**config.mk**
```make
export PLATFORM = sky130hd
export DESIGN_NAME = div_unit
export DESIGN_NICKNAME = d
export VERILOG_FILES = /design/src/rtl/div_unit.sv
export SDC_FILE = /design/constraint.sdc
export NUM_CORES = 1
export LEC_CHECK = 0
export BUFFER_PORTS_ARGS = -buffer_cell sky130_fd_sc_hd__clkbuf_2
export CORE_MARGIN = 2
export CORE_UTILIZATION = 61
export CTS_BUF_LIST = sky130_fd_sc_hd__clkbuf_8
export DETAILED_ROUTE_END_ITERATION = 8
export HOLD_SLACK_MARGIN = 0.06
export PLACE_DENSITY = 0.82
export REMOVE_ABC_BUFFERS = 1
export SYNTH_ARGS = -nofsm -noshare
export SYNTH_HDL_FRONTEND = slang
export SYNTH_SLANG_ARGS = --single-unit
export TNS_END_PERCENT = 100
```
**constraint.sdc**
```tcl
create_clock -name clk -period 6.75 [get_ports clk]
set_input_delay 0.3375 -clock clk [delete_from_list [all_inputs] [get_ports clk]]
set_output_delay 0.3375 -clock clk [all_outputs]
set_load 0.03 [all_outputs]
```
**src/rtl/div_unit.sv**
```systemverilog
// div_unit: iterative radix-2 restoring divider, one quotient bit per clock.
// Operands are captured at start; the result is held until start_in drops.
//   clk, rst         : clock (rising edge), asynchronous active-high reset
//   signed_div_in    : 1 = DIV (two's complement), 0 = DIVU
//   opdata1_in       : dividend
//   opdata2_in       : divisor
//   start_in         : request, held high until the result is consumed
//   annul_in         : abort an in-flight operation
//   result_out       : {remainder -> HI, quotient -> LO}
//   ready_out        : result_out valid
module div_unit #(
    parameter int unsigned WIDTH = 32
) (
    input  logic                 clk,
    input  logic                 rst,
    input  logic                 signed_div_in,
    input  logic [WIDTH-1:0]     opdata1_in,
    input  logic [WIDTH-1:0]     opdata2_in,
    input  logic                 start_in,
    input  logic                 annul_in,
    output logic [2*WIDTH-1:0]   result_out,
    output logic                 ready_out
);

    localparam int unsigned CNT_W  = $clog2(WIDTH) + 1;
    localparam int unsigned WORK_W = 2 * WIDTH + 1;

    localparam logic [1:0] S_IDLE   = 2'd0;
    localparam logic [1:0] S_BYZERO = 2'd1;
    localparam logic [1:0] S_ON     = 2'd2;
    localparam logic [1:0] S_END    = 2'd3;

    logic [1:0]           state_q, state_d;
    logic [CNT_W-1:0]     cnt_q, cnt_d;
    logic [WORK_W-1:0]    work_q, work_d;
    logic [WIDTH-1:0]     divisor_q, divisor_d;
    logic                 sgn_q, sgn_d;
    logic                 dend_neg_q, dend_neg_d;
    logic                 dsor_neg_q, dsor_neg_d;
    logic                 ready_q, ready_d;
    logic [2*WIDTH-1:0]   result_q, result_d;

    // Iteration datapath: shift, then trial-subtract from the upper WIDTH+1 bits
    logic [WORK_W-1:0]    work_sh;
    logic [WIDTH+1:0]     diff;
    logic [WIDTH-1:0]     quo_fix, rem_fix;
    logic                 in_dend_neg, in_dsor_neg;
    logic [WIDTH-1:0]     in_dend_abs, in_dsor_abs;

    always_comb begin
        work_sh = work_q << 1;
        diff    = {1'b0, work_sh[2*WIDTH:WIDTH]} - {2'b0, divisor_q};

        // Sign fix: quotient sign is the XOR of operand signs, remainder follows the dividend
        quo_fix = (sgn_q && (dend_neg_q ^ dsor_neg_q)) ? (WIDTH'(0) - work_q[WIDTH-1:0])
                                                      : work_q[WIDTH-1:0];
        rem_fix = (sgn_q && dend_neg_q) ? (WIDTH'(0) - work_q[2*WIDTH-1:WIDTH])
                                        : work_q[2*WIDTH-1:WIDTH];

        in_dend_neg = signed_div_in & opdata1_in[WIDTH-1];
        in_dsor_neg = signed_div_in & opdata2_in[WIDTH-1];
        in_dend_abs = in_dend_neg ? (WIDTH'(0) - opdata1_in) : opdata1_in;
        in_dsor_abs = in_dsor_neg ? (WIDTH'(0) - opdata2_in) : opdata2_in;
    end

    // Next-state and output logic
    always_comb begin
        state_d    = state_q;
        cnt_d      = cnt_q;
        work_d     = work_q;
        divisor_d  = divisor_q;
        sgn_d      = sgn_q;
        dend_neg_d = dend_neg_q;
        dsor_neg_d = dsor_neg_q;
        ready_d    = ready_q;
        result_d   = result_q;

        case (state_q)
            S_IDLE: begin
                ready_d  = 1'b0;
                result_d = '0;
                if (start_in && !annul_in) begin
                    if (opdata2_in == '0) begin
                        state_d = S_BYZERO;
                    end else begin
                        state_d    = S_ON;
                        cnt_d      = '0;
                        work_d     = {(WIDTH + 1)'(0), in_dend_abs};
                        divisor_d  = in_dsor_abs;
                        sgn_d      = signed_div_in;
                        dend_neg_d = in_dend_neg;
                        dsor_neg_d = in_dsor_neg;
                    end
                end
            end
            S_BYZERO: begin
                if (annul_in) begin
                    state_d  = S_IDLE;
                    ready_d  = 1'b0;
                    result_d = '0;
                end else begin
                    state_d  = S_END;
                    ready_d  = 1'b1;
                    result_d = '0;
                end
            end
            S_ON: begin
                if (annul_in) begin
                    state_d  = S_IDLE;
                    ready_d  = 1'b0;
                    result_d = '0;
                end else if (cnt_q != CNT_W'(WIDTH)) begin
                    cnt_d = cnt_q + CNT_W'(1);
                    if (!diff[WIDTH+1]) begin
                        work_d = {diff[WIDTH:0], work_sh[WIDTH-1:0] | WIDTH'(1)};
                    end else begin
                        work_d = work_sh;
                    end
                end else begin
                    state_d  = S_END;
                    ready_d  = 1'b1;
                    result_d = {rem_fix, quo_fix};
                end
            end
            S_END: begin
                if (!start_in) begin
                    state_d  = S_IDLE;
                    ready_d  = 1'b0;
                    result_d = '0;
                end
            end
            default: begin
                state_d  = S_IDLE;
                ready_d  = 1'b0;
                result_d = '0;
            end
        endcase
    end

    // State registers
    always_ff @(posedge clk or posedge rst) begin
        if (rst) begin
            state_q    <= S_IDLE;
            cnt_q      <= '0;
            work_q     <= '0;
            divisor_q  <= '0;
            sgn_q      <= 1'b0;
            dend_neg_q <= 1'b0;
            dsor_neg_q <= 1'b0;
            ready_q    <= 1'b0;
            result_q   <= '0;
        end else begin
            state_q    <= state_d;
            cnt_q      <= cnt_d;
            work_q     <= work_d;
            divisor_q  <= divisor_d;
            sgn_q      <= sgn_d;
            dend_neg_q <= dend_neg_d;
            dsor_neg_q <= dsor_neg_d;
            ready_q    <= ready_d;
            result_q   <= result_d;
        end
    end

    assign ready_out  = ready_q;
    assign result_out = result_q;

endmodule
```
Yosys cells after proc, flatten, opt, wreduce, memory -nomap -nowiden
Index checks and enable logic that the tools add are counted.
{ "totals": {"ff_bits": 172, "latch_bits": 0, "ram_bits": 0, "rom_bits": 0, "n_memories": 0} }
{ "op_classes": {"add_sub_neg": 6, "mul": 0, "div_mod_pow": 0, "n_lt_le_gt_ge": 0, "n_eq_ne": 10, "shift": 0, "mux": 31, "bitwise": 4, "reduce_logical": 12} }
{ "op_table": {"columns": ["operator", "count"], "rows": [
  ["$mux W64", 8],
  ["$pmux W64 S3", 1],
  ["$mux W32", 4],
  ["$pmux W64 S2", 1],
  ["$sub A1 B32 Y32 const A", 4],
  ["$sub A33 B32 Y34", 1],
  ["$logic_not A32 Y1", 1],
  ["$mux W6", 4],
  ["$mux W2", 6],
  ["$pmux W6 S2", 1],
  ["$ne A2 B2 Y1 const B", 5],
  ["$pmux W2 S4", 1],
  ["$add A6 B1 Y6 const B", 1],
  ["$ne A6 B6 Y1 const B", 1],
  ["$reduce_and A3 Y1", 2],
  ["$reduce_and A5 Y1", 1],
  ["$eq A2 B2 Y1 const B", 2],
  ["$mux W1", 4],
  ["$pmux W1 S4", 1],
  ["$logic_and A1 B1 Y1", 3],
  ["$ne A3 B3 Y1 const B", 1],
  ["$and A1 B1 Y1", 2],
  ["$eq A2 B1 Y1 const B", 1],
  ["$logic_not A2 Y1", 1],
  ["other kinds (6)", 6]
]} }

Logic depth before layout (Yosys ltp)
{ "depth": {"ltp_word": 6, "depth_mapped": 13, "mapped_depth_nobuf": 12} }

Least setup slack after synthesis
OpenSTA, ideal clock, no wires.
{ "synth_timing": {"kind": "register -> register", "startpoint": "reg work_q[57]", "endpoint": "reg work_q[58]", "t_arrival_ps": 2794, "required_time_ps": 6634, "path_slack_ps": 3840, "path_stages_with_launch": 12, "period_less_slack_ps": 2910, "path_cell_list": "dfrtp_1 > ha_1 > a21o_1 > a21o_1 > a21oi_1 > and4_1 > o211ai_1 > a21oi_1 > clkbuf_1 > buf_1 > nand3_1 > o311ai_0"} }
{ "synth_between": {"elab_chain_len": 5} }
{ "synth_rtl": {"columns": ["item", "line", "text"], "rows": [
  ["start, declared", "35", "logic [WORK_W-1:0] work_q, work_d;"],
  ["start signal, assigned", "155", "work_q <= work_d;"],
  ["$sub A33 B32 Y34", "52", "diff = {1'b0, work_sh[2*WIDTH:WIDTH]} - {2'b0, divisor_q};"],
  ["$mux W64 *", "114", "if (!diff[WIDTH+1]) begin"],
  ["$mux W64 *", "112", "end else if (cnt_q != CNT_W'(WIDTH)) begin"],
  ["$mux W64 *", "108", "if (annul_in) begin"],
  ["$pmux W64 S2 *", "78", "case (state_q)"]
]} }
Every way passes the cells marked *; elsewhere a longest branch is shown, timed or not. The select of a mux whose other input is x is not followed.
A chain may end at the register's enable or synchronous reset.

Worst setup path in the final report
{ "layout_timing": {"startpoint": "reg state_q[0]", "endpoint": "reg work_q[60]"} }
{ "layout_between": {"elab_chain_len": 3} }
{ "layout_rtl": {"columns": ["item", "line", "text"], "rows": [
  ["start, declared", "33", "logic [1:0] state_q, state_d;"],
  ["start signal, assigned", "153", "state_q <= state_d;"],
  ["$eq A2 B2 Y1 / $logic_not A2 Y1 (equally long branches)", "78", null],
  ["$ne A2 B2 Y1 (no source line) / $reduce_bool A2 Y1 (equally long branches)", null, null],
  ["$reduce_and A5 Y1 (no source line)", null, null]
]} }
Parallel ways exist; a longest one is shown, timed or not.

==> out/qor.yml <==
die:
  ios: 134
  start_util_pct: 62.0
  core_mm2: 0.0186
  dieWidth_um: 142
  die_h_um: 142
  rows: 50
  dieArea_mm2: 0.0201
setup_path:
  cp.required_ns: 7.11
  path_cells: "inv_1, ha_2, o21ai_0, a211o_2, nor2_1, nand3_1, o31ai_1"
  end_kind: "flip-flop"
  worst-path-buf-inv: 1
  cp-start-kind: "flip-flop"
  slowest_delay_ns: 0.93
  crit_arrival_ns: 3.95
  path_max_fanout: 62
  crit_type: "flip-flop to flip-flop"
  critPathTopFamily: "compound AO/OA/AOI/OAI gates"
  crit_slowest_cell: "ha_2"
clock_tree:
  cts_setup_buffers: 0
  cts_tree: "yes"
  cts.sinks: 172
  clkTransAtPathRegs_ns: 0.09
  hold_buffers: 0
  cts_resized: 0
  numCtsBuffers: 17
  clock-root-buffer: "clkbuf_8"
  htreeDepth: 4
  ctsLongestPathBuffers: 2
  clk_latency_ns: 0.47
route:
  wl_per_cell_um: 15.9
  drc: 0
  firstDrtPassIters: 6
  final_antenna_net_count: 0
  wirelength_um: 27500
  viasPerCell: 5.93
  dr_total_vias: 10300
  drt_iter0_drc: 832
pwr:
  ir_worst_vdd_v: 0.000151
  clkPwrFrac_pct: 16.0
  sequentialPowerShare_pct: 36.7
  powerDensity_mw_per_mm2: 333
  p_int_uw: 2290
  power.switching_uw: 1900
  pwr-share-comb_pct: 47.3
  netSwitchingFraction_pct: 45.3
  p_leak_uw: 0.00592
  p_total_uw: 4200
logic_synthesis:
  ys_types: 66
  synth-edff-count: 0
  synth_area_leaders: "dfrtp_1 (37%), o21ai_0 (8.4%), nand2_1 (6.5%)"
  seq_area_frac_synth_pct: 37.3
  yosys.area.top_type: "dfrtp_1"
  async_flop_share_pct: 100
  yosysTopAreaCellShare_pct: 37.3
  synth_seq_cells: 172
  syn_avg_cell_area_um2: 8.24
  ys.flop_type: "dfrtp_1"
  synth_area_mm2: 0.0116
  synth_warnings: 0
  syn_inst: 1402
timing:
  worstMarginPinSlew_ns: 1.13
  fin_crit_ns: 3.59
  period_share_pct: 53.1
  fin_tns_setup_ns: 0
  rsz0062_at_grt: "no"
  hold_violations: 0
  fin_skew_ns: 0.0104
  fmax_ghz: 0.279
  setup_viol: 0
  slew_viol_final: 0
  slew_headroom_pct: 24.4
finish:
  final_cell_mix: "nand2_1 (200), o21ai_0 (192), dfrtp_1 (172)"
  insertedDiodeCount: 0
  drive_gt1_share_pct: 12.9
  final_common_cell: "nand2_1"
  layout.nets: 1596
  post-route-util_pct: 67.7
  syn2layout_area_growth_pct: 9.22
  fillers: 1649
global_route:
  grt_pass1_vias: 9499
  grt_usage_pct: 28.2
  grt_max_degree: 117
  antenna_found_initial: 0
  grt_pass1_wl_um: 45900
  grt_overflow: 0
run_status:
  status: "completed"
flow_run:
  drv_cap: 0
hold_path:
  min_path_type: "input port to async pin"
placed_design:
  portBuffers: 133
  gp_congestion: 0.974
  dp.final_hpwl_um: 20600
registers in the layout, indices dropped and copies added (netlist names):
name / cells
dsor_neg_q: 1
work_q: 64
sgn_q: 1
cnt_q: 6
ready_out: 1
dend_neg_q: 1
state_q: 2
result_out: 64
divisor_q: 32
routing by layer:
layer | share of wire (%) | track usage, % | vias to the layer above
li1 | - | - | 5094
met1 | 45 | 39.6 | 4803
met2 | 47 | 46.1 | 336
met3 | 6.2 | 3.78 | 38
met4 | 1.7 | 8.05 | 0
met5 | 0 | 0 | -
cells by family after synthesis:
family                     Yosys count  synth area share (%)
AOI/OAI and AO/OA                  423                  21.4
xor gates and xnor gates           139                  10.5
adders and majority gates           42                  4.61
buffers and inverters              132                  4.71
DFF                                172                  37.3
muxes                               38                  3.33
and+or+nand+nor                    456                  18.1
worst paths after layout:
path / startpoint / to / cells past startpoint / slack (ns)
worst max-delay path: state_q[0] / work_q[60] / 7 / 3.16
worst min-delay path: rst / result_out[26] / 2 / 0.08
worst max register to register: state_q[0] / work_q[60] / 7 / 3.16
worst min register to register: result_out[2] / result_out[2] / 2 / 0.48
max in group asynchronous: rst / divisor_q[29] / 3 / 5.39
min in group clk: opdata2_in[31] / divisor_q[31] / 3 / 0.13
layout make-up:
class	count	area (um2)	share of cell area, %
clock buffer	18	248	1.96
clock inverter	13	101	0.803
inverter	56	215	1.71
multi-input combinational	1098	6740	53.4
sequential	172	4300	34.1
tap	234	293	2.32
timing repair buffer	140	718	5.69
cell usage after synthesis, types with 9 or more instances:
library cell / number
dfrtp_1: 172
o31ai_1: 26
nor3_1: 26
inv_1: 56
nand2_1: 200
o21a_1: 9
or3_1: 16
nor4_1: 17
a21oi_1: 112
buf_4: 9
a21o_1: 12
and3_1: 10
nor2_1: 103
nand4_1: 10
o21ai_0: 193
nand3_1: 19
nand2b_1: 16
o41ai_1: 14
xnor2_1: 59
buf_2: 12
nor2b_1: 9
clkbuf_1: 51
xor2_1: 80
ha_1: 41
mux2i_1: 35
metrics by stage:
stage	hold slack (ns)	instance area (um2)	setup WS, ns	cells
after floorplan	0.450	11200	1.07	1326
after global placement	0.461	12300	2.92	1700
after detailed placement	0.469	12300	2.80	1700
after CTS	0.108	12600	3.19	1731
after global routing	0.134	12600	2.88	1731
final	0.0824	12600	3.16	1731
power by group through the flow:
| stage | Clock, uW | Sequential, uW | Combinational, uW |
|---|---|---|---|
| global route | 717 | 1580 | 2220 |
| CTS | 678 | 1530 | 1980 |
| floorplan | 0 | 1620 | 1360 |
| finish | 671 | 1540 | 1990 |
| global placement | 0 | 1540 | 1930 |
| detailed placement | 0 | 1560 | 1980 |
worst reg2reg max path, stage by stage, from the launching register on:
cell	delay, ns
dfrtp_1	0.41
inv_1	0.09
ha_2	0.93
o21ai_0	0.29
a211o_2	0.60
nor2_1	0.70
nand3_1	0.19
o31ai_1	0.27
(Power assumes the default switching activity.)
